--- src/rtl/word_serializer.sv ---
// word_serializer: parallel-in, serial-out stage with valid/ready word intake,
// per-bit strobe, last-bit marker and an optional idle gap between words.
//
//   state   | meaning
//   --------+-----------------------------------------------------------
//   S_IDLE  | waiting for a word; o_ready high once out of reset
//   S_SHIFT | emitting captured word, one bit per clock
//   S_GAP   | forced idle cycles after a word's last bit
module word_serializer #(
  parameter int WIDTH      = 8,
  parameter bit LSB_FIRST  = 1'b1,
  parameter int GAP_CYCLES = 0
) (
  input  logic             clk,
  input  logic             i_reset_n,
  input  logic [WIDTH-1:0] i_data,
  input  logic             i_valid,
  output logic             o_ready,
  output logic             o_serial,
  output logic             o_bit_valid,
  output logic             o_last,
  output logic             o_busy
);

  localparam int            CW       = $clog2(WIDTH);
  localparam logic [CW-1:0] LAST_BIT = CW'(WIDTH - 1);
  localparam logic [7:0]    GAP_LOAD = (GAP_CYCLES > 0) ? 8'(GAP_CYCLES - 1) : 8'd0;

  typedef enum logic [1:0] {
    S_IDLE  = 2'd0,
    S_SHIFT = 2'd1,
    S_GAP   = 2'd2
  } state_t;

  state_t           r_state;
  logic [WIDTH-1:0] r_shift;
  logic [CW-1:0]    r_bit_cnt;
  logic [7:0]       r_gap_cnt;

  state_t           w_state_nxt;
  logic [WIDTH-1:0] w_shift_nxt;
  logic [CW-1:0]    w_bit_cnt_nxt;
  logic [7:0]       w_gap_cnt_nxt;

  logic             w_last_bit;
  logic             w_out_bit;
  logic [WIDTH-1:0] w_shifted;

  // The outgoing bit always sits at the same end of the shift register, so the
  // register moves toward that end each cycle instead of muxing by bit count.
  assign w_last_bit = (r_bit_cnt == LAST_BIT);
  assign w_out_bit  = LSB_FIRST ? r_shift[0] : r_shift[WIDTH-1];
  assign w_shifted  = LSB_FIRST ? {1'b0, r_shift[WIDTH-1:1]}
                                : {r_shift[WIDTH-2:0], 1'b0};

  // State register with asynchronous clear; a word in flight is simply dropped.
  always_ff @(posedge clk or negedge i_reset_n) begin
    if (!i_reset_n) begin
      r_state   <= S_IDLE;
      r_shift   <= '0;
      r_bit_cnt <= '0;
      r_gap_cnt <= '0;
    end else begin
      r_state   <= w_state_nxt;
      r_shift   <= w_shift_nxt;
      r_bit_cnt <= w_bit_cnt_nxt;
      r_gap_cnt <= w_gap_cnt_nxt;
    end
  end

  // Next-state and output decode; o_ready depends only on registered state and
  // reset, never on i_valid.
  always_comb begin
    w_state_nxt   = r_state;
    w_shift_nxt   = r_shift;
    w_bit_cnt_nxt = r_bit_cnt;
    w_gap_cnt_nxt = r_gap_cnt;
    o_ready       = 1'b0;
    o_serial      = 1'b0;
    o_bit_valid   = 1'b0;
    o_last        = 1'b0;
    o_busy        = 1'b0;

    case (r_state)
      S_IDLE: begin
        o_ready = i_reset_n;
        if (i_reset_n && i_valid) begin
          w_state_nxt   = S_SHIFT;
          w_shift_nxt   = i_data;
          w_bit_cnt_nxt = '0;
        end
      end

      S_SHIFT: begin
        o_busy      = 1'b1;
        o_bit_valid = 1'b1;
        o_serial    = w_out_bit;
        o_last      = w_last_bit;
        if (w_last_bit) begin
          w_shift_nxt   = '0;
          w_bit_cnt_nxt = '0;
          if (GAP_CYCLES > 0) begin
            w_state_nxt   = S_GAP;
            w_gap_cnt_nxt = GAP_LOAD;
          end else begin
            // With no gap, the last-bit cycle doubles as the intake slot so
            // back-to-back words stream without a bubble.
            o_ready = i_reset_n;
            if (i_reset_n && i_valid) begin
              w_state_nxt = S_SHIFT;
              w_shift_nxt = i_data;
            end else begin
              w_state_nxt = S_IDLE;
            end
          end
        end else begin
          w_bit_cnt_nxt = r_bit_cnt + CW'(1);
          w_shift_nxt   = w_shifted;
        end
      end

      S_GAP: begin
        o_busy = 1'b1;
        if (r_gap_cnt == 8'd0) begin
          w_state_nxt = S_IDLE;
        end else begin
          w_gap_cnt_nxt = r_gap_cnt - 8'd1;
        end
      end

      default: begin
        w_state_nxt = S_IDLE;
      end
    endcase
  end

endmodule

--- config.mk ---
export PLATFORM = sky130hd
export DESIGN_NAME = word_serializer
export DESIGN_NICKNAME = d
export VERILOG_FILES = /design/src/rtl/word_serializer.sv
export SDC_FILE = /design/constraint.sdc
export NUM_CORES = 1
export LEC_CHECK = 0
export ABC_AREA = 1
export BUFFER_PORTS_ARGS = -buffer_cell sky130_fd_sc_hd__buf_2
export CAP_MARGIN = 20
export CORE_AREA = 2 2 40 42
export CTS_CLUSTER_DIAMETER = 100
export DETAILED_ROUTE_END_ITERATION = 12
export DIE_AREA = 0 0 42 44
export PLACE_DENSITY = 0.78
export REMOVE_ABC_BUFFERS = 1
export SETUP_SLACK_MARGIN = 0.5
export SLEW_MARGIN = 20
export SYNTH_ARGS = -nofsm -noshare
export SYNTH_HDL_FRONTEND = slang
export SYNTH_SLANG_ARGS = --single-unit
--- constraint.sdc ---
create_clock -name clk -period 1.6 [get_ports clk]
set_input_delay 0.32 -clock clk [delete_from_list [all_inputs] [get_ports clk]]
set_output_delay 0.32 -clock clk [all_outputs]
set_load 0.01 [all_outputs]
==> metrics.md, run 1 <==
| Metric | Value |
|---|---|
| Initial antenna violation count | `0` |
| Clock Skews | `13.2 ps` |
| Status | `finished, violations left` |
| Pwr per Cell Area | `2000 mW/mm2` |
| Final Hold Viols | `5` |
| Design Area, Final | `981 um2` |
| Reg-to-reg slack, setup | `240 ps` |
| Final Cycle Share | `99.7%` |
| Final Slew Violations | `0` |
| GRT Util Overall | `21.9%` |
| Critical path peak fanout | `3` |
| Reg2reg end | `r_shift[6]$_DFFE_PN0P_` |
| Total clock sinks | `12` |
| Largest net degree at the start of global routing | `9` |
| DP HPWL | `941 um` |
| Failing checks | `hold timing` |
| CP startpoint kind | `flop` |
| Final Power | `1960 uW` |
| Layout cell share with drive strength beyond 1 | `48.2%` |
| CP required | `1280 ps` |
| Commonest non-fill, non-tap cell in the layout | `nand2_1` |
| Area Growth Syn to Fin | `43.6%` |
| Ant diodes | `0` |
| Mapped Avg Cell Area | `7.94 um2` |
| Least-Margin Pin Slew | `372 ps` |
| Area after DPL | `771 um2` |
| TritonCTS clock tree | `built` |
| CTS root buffer | `clkbuf_4` |
| Vias | `673` |
| Critical Path End Type | `primary output` |
| Post-route ant nets | `0` |
| Insertion delay of the later-clocked pin in the worst-skew pair | `280 ps` |
| Nets | `128` |
| IO Port Bufs | `15` |
| Seq/Total Area, Yosys | `44.0%` |
| Synth area leader | `dfrtp_1` |
| Via density | `5.26` |
| Clk slew on worst S/H paths | `60 ps` |
| Die ar. | `0.00185 mm2` |
| VDD IR-drop max | `0.00108 V` |
| FF-to-FF Start | `r_bit_cnt[0]$_DFFE_PN0P_` |
| Critical Path AT | `1280 ps` |
| Worst hold-check path type | `input pin to async pin` |
| Gr ovfl total | `0` |
| Setup TNS | `0 ps` |
| Area occupied by multi-input gates | `400 um2` |
| Max Clock Freq | `627 MHz` |
| Synthesized area | `683 um2` |
| Vias in the first global route | `650` |
| Final worst setup slack | `4.12 ps` |
| Crit Path Category | `flop to primary output` |
| Top post-synthesis cells by area | `dfrtp_1 (44%), nand2_1 (15%), a21oi_2 (9.0%), nand3_1 (5.9%), ha_1 (5.5%)` |
| First-pass GRT wire length | `2.86 mm` |
| YS warnings | `0` |
| Tmin final | `1600 ps` |
| RSZ-0062 raised after global routing | `yes` |
| Chip height | `44 um` |
| GPL Wtd Cong | `0.805` |
| Drt pass-1 iters | `4` |
| CORE AREA | `0.00142 mm2` |
| Worst hold margin | `-2.13 ps` |
| Final WL | `1.68 mm` |
| # rows | `14` |
| Leak | `0.000510 uW` |
| I/O pin count | `16` |
| DR WL/cell | `13.1 um` |
| Drt drc | `0` |
| Fill cells | `113` |
| Worst rel slew slack | `75.1%` |
| Register area | `302 um2` |
| Num CTS Buffers | `3` |
| Cell variety after synth | `14` |
| Max Cap Viol | `0` |
| Final Setup Violations | `0` |
| Gate Count Post-Synth | `86` |
| Post-synth top area share | `44.0%` |
| Clock H-tree levels | `1` |
| Dpl ws | `151 ps` |
| Die X | `42 um` |
| Seq cells post-synth | `12` |
| Most frequent cells in the layout | `nand2_1 (22), buf_2 (13), dfrtp_1 (11)` |
| Worst R2R Path Depth | `8` |
| Clock Path Buffers | `2` |
| Initial DRC count | `7` |
| Initial core utilization | `48.1%` |
==> layout make-up <==
cell class	count	area share, %
clock buffers	3	2.30
inverters	13	6.51
multi-input cells	59	40.8
flip-flops and latches	12	30.7
well taps	16	2.04
repair buffers	25	17.6
==> synthesized netlist by cell type <==
library cell and instances:
inv_2 3, a21boi_0 1, a21oi_2 7, buf_6 2, dfrtp_1 12, ha_1 3, nor2_1 9, nand2_1 27
inv_1 10, nand2_4 1, buf_4 1, nand3_1 8, a21oi_1 1, nand4_1 1
==> kinds of logic after synthesis <==
group / after synthesis / share of synthesized area [%]
buffers and inverters: 16 / 11.5
adders and majority gates: 3 / 5.50
DFF: 12 / 44.0
AOI/OAI and AO/OA: 9 / 10.8
and+or+nand+nor: 46 / 28.2
==> registers in the layout, indices dropped and copies added (netlist names) <==
signal	cells
r_bit_cnt	3
r_shift	8
r_state	1
==> repair_timing <==
item / in CTS / in global routing
setup buffers: 5 / 1
pin swaps: 5 / 3
gates resized for setup: 24 / 7
gates cloned: 1 / 0
endpoints found under the setup margin: 17 / 17
endpoints found under the hold margin: 7 / 0
hold buffers: 1 / 0
==> routing by layer <==
metal	vias up	global-route usage [%]	routed length [um]
met5	-	0	0
met4	0	9.68	40
met3	6	7.92	88
met2	23	39.1	913
met1	321	23.3	633
li1	323	-	-
==> metrics by stage <==
stage	instances	utilization [%]
after floorplan	83	-
after global placement	117	54.3
after detailed placement	117	54.3
after CTS	127	67.1
after global routing	128	69.1
final	128	69.1
==> how the worst max path moves through the flow <==
stage	startpoint	slack [ps]	cells past startpoint	to
2_1_floorplan	r_bit_cnt[0]$_DFFE_PN0P_	190	4	o_ready
3_3_place_gp	r_bit_cnt[0]$_DFFE_PN0P_	180	5	o_ready
3_5_place_dp	r_bit_cnt[0]$_DFFE_PN0P_	150	5	o_ready
4_1_cts	r_bit_cnt[1]$_DFFE_PN0P_	-4	5	o_ready
5_1_grt	r_bit_cnt[0]$_DFFE_PN0P_	-50	5	o_last
6_report	r_bit_cnt[0]$_DFFE_PN0P_	4	5	o_last
==> power breakdown <==
part / internal, uW / total, uW / switching [uW] / leakage [uW]
Combinational: 567 / 1190 / 625 / 0.000351
Sequential: 455 / 580 / 125 / 0.000145
Clock: 87.3 / 187 / 99.8 / 0.0000138
Total: 1110 / 1960 / 849 / 0.000510
==> critical path: stages, from the launching register on <==
cell and delay, ps:
dfrtp_1 410, ha_4 190, ha_4 170, nand2_1 80
inv_1 40, buf_2 120
Note: power is estimated with default switching activity, not from simulation.
==> run 2: changes to the inputs <==
--- a/config.mk
+++ b/config.mk
@@ -8,10 +8,10 @@
 export ABC_AREA = 1
 export BUFFER_PORTS_ARGS = -buffer_cell sky130_fd_sc_hd__buf_2
 export CAP_MARGIN = 20
-export CORE_AREA = 2 2 40 42
+export CORE_AREA = 10 10 48 50
 export CTS_CLUSTER_DIAMETER = 100
 export DETAILED_ROUTE_END_ITERATION = 12
-export DIE_AREA = 0 0 42 44
+export DIE_AREA = 0 0 58 60
 export PLACE_DENSITY = 0.78
 export REMOVE_ABC_BUFFERS = 1
 export SETUP_SLACK_MARGIN = 0.5
==> metrics.md, run 2 (synthesized netlist as in run 1, its figures left out) <==
| Metric | Value |
|---|---|
| Status | `finished, violations left` |
| Failing checks | `setup timing` |
| CP top delay family | `flip-flops` |
| GRT Util Overall | `11.4%` |
| WP buf/inv | `2` |
| Max FFs per register | `8` |
| Area Growth Syn to Fin | `46.3%` |
| Initial antenna violation count | `0` |
| Commonest non-fill, non-tap cell in the layout | `nand2_1` |
| CP required | `1280 ps` |
| RSZ-0062 raised after global routing | `yes` |
| Biggest register | `r_shift` |
| First-pass GRT wire length | `2.99 mm` |
| Die X | `58 um` |
| Drt drc | `0` |
| Max Clock Freq | `620 MHz` |
| Reg2reg end | `r_shift[7]$_DFFE_PN0P_` |
| Via density | `4.84` |
| Largest net degree at the start of global routing | `9` |
| Final Slew Violations | `0` |
| Final Hold Viols | `0` |
| Total clock sinks | `12` |
| Initial DRC count | `2` |
| Die ar. | `0.00348 mm2` |
| Clk slew on worst S/H paths | `80 ps` |
| Insertion delay of the later-clocked pin in the worst-skew pair | `270 ps` |
| CP startpoint kind | `flop` |
| FF-to-FF Start | `r_bit_cnt[0]$_DFFE_PN0P_` |
| Regs by FF count | `r_shift (8), r_bit_cnt (3), r_state (1)` |
| Pwr per Cell Area | `2010 mW/mm2` |
| Most frequent cells in the layout | `nand2_1 (27), buf_2 (12), dfrtp_1 (11)` |
| Worst hold-check path type | `input pin to async pin` |
| Initial core utilization | `47.6%` |
| # rows | `14` |
| Crit Path Category | `flop to primary output` |
| Final worst setup slack | `-13.6 ps` |
| CP most frequent cell | `ha_4` |
| Layout cell share with drive strength beyond 1 | `43.9%` |
| I/O pin count | `16` |
| Dpl ws | `142 ps` |
| Final Setup Violations | `2` |
| Worst rel slew slack | `76.4%` |
| Chip height | `60 um` |
| Drt pass-1 iters | `4` |
| TritonCTS clock tree | `built` |
| Critical Path AT | `1290 ps` |
| DR WL/cell | `13.4 um` |
| Nets | `129` |
| Clock H-tree levels | `1` |
| DP HPWL | `1.08 mm` |
| Final WL | `1.74 mm` |
| Num CTS Buffers | `3` |
| Critical path, cell by cell | `ha_4 > ha_4 > inv_2 > a21boi_2 > buf_2` |
| CORE AREA | `0.00144 mm2` |
| IO Port Bufs | `15` |
| Tmin final | `1610 ps` |
| GPL Wtd Cong | `0.740` |
| Least-Margin Pin Slew | `354 ps` |
| Most used routing layer | `met2` |
| Gr ovfl total | `0` |
| Worst R2R Path Depth | `8` |
| Worst path slowest cell | `dfrtp_1` |
| Reg-to-reg slack, setup | `200 ps` |
| Clock Skews | `6.23 ps` |
| Leak | `0.000525 uW` |
| Vias | `629` |
| Final core utilization | `69.6%` |
| Ant diodes | `0` |
| Met2 usage in global routing | `20.4%` |
| Clock Path Buffers | `2` |
| CTS root buffer | `clkbuf_4` |
| Critical Path End Type | `primary output` |
| Critical path peak fanout | `3` |
| Vias in the first global route | `677` |
| Final Cycle Share | `101%` |
| VDD IR-drop max | `0.00107 V` |
| GR Util met3 | `2.54%` |
| Met1 Usage GRT | `11.3%` |
| Max Cap Viol | `0` |
| Critical Path Max Stage Delay | `420 ps` |
| Post-route ant nets | `0` |
## run 2: power by group
group / switching (uW) / internal [uW]
Sequential: 125 / 454
Clock: 104 / 138
Combinational: 597 / 591
Total: 827 / 1180
## run 2: area by class of cell
type                    instances  area (um2)
well taps                      16        20.0
repair buffers                 26         194
fillers                       115         437
multi-input cells              59         384
clock buffers                   4        36.3
flip-flops and latches         12         302
inverters                      13        63.8
## run 2: through the flow
stage	area, um2	total power, uW	hold slack [ps]	cells	TNS [ps]
6_report	1000	2010	18.3	130	-21.0
5_1_grt	1000	2180	15.9	130	-143
4_1_cts	978	1950	13.2	130	0
3_5_place_dp	771	1350	178	117	0
3_3_place_gp	771	1310	173	117	0
2_1_floorplan	653	1120	24.4	83	0
## run 2: how the worst max path moves through the flow
stage | from | to | slack [ps] | cells past startpoint
after floorplan | r_bit_cnt[0]$_DFFE_PN0P_ | o_ready | 190 | 4
after global placement | r_bit_cnt[0]$_DFFE_PN0P_ | o_ready | 190 | 5
after detailed placement | r_bit_cnt[0]$_DFFE_PN0P_ | o_ready | 140 | 5
after CTS | r_bit_cnt[0]$_DFFE_PN0P_ | o_last | 4 | 5
after global routing | r_bit_cnt[0]$_DFFE_PN0P_ | o_ready | -80 | 5
final | r_bit_cnt[0]$_DFFE_PN0P_ | o_ready | -10 | 5
## run 2: timing repair
item,CTS,global route
gates cloned,1,0
buffers inserted,7,0
hold buffers,1,0
pin swaps,4,2
setup endpoints to repair,17,17
hold endpoints to repair,5,0
gates resized for setup,24,5
## run 2: metal layers
metal / vias up / share of wire (%)
met5: - / 0
met4: 0 / 1.6
met3: 2 / 2.9
met2: 10 / 55
met1: 292 / 41
li1: 325 / -
## run 2: worst register-to-register path: cells and delay by family (launching register included)
family                     cells  cell delay (ps)
DFF                            1              420
and+or+nand+nor                3              230
buffers and inverters          3              290
adders and majority gates      2              340
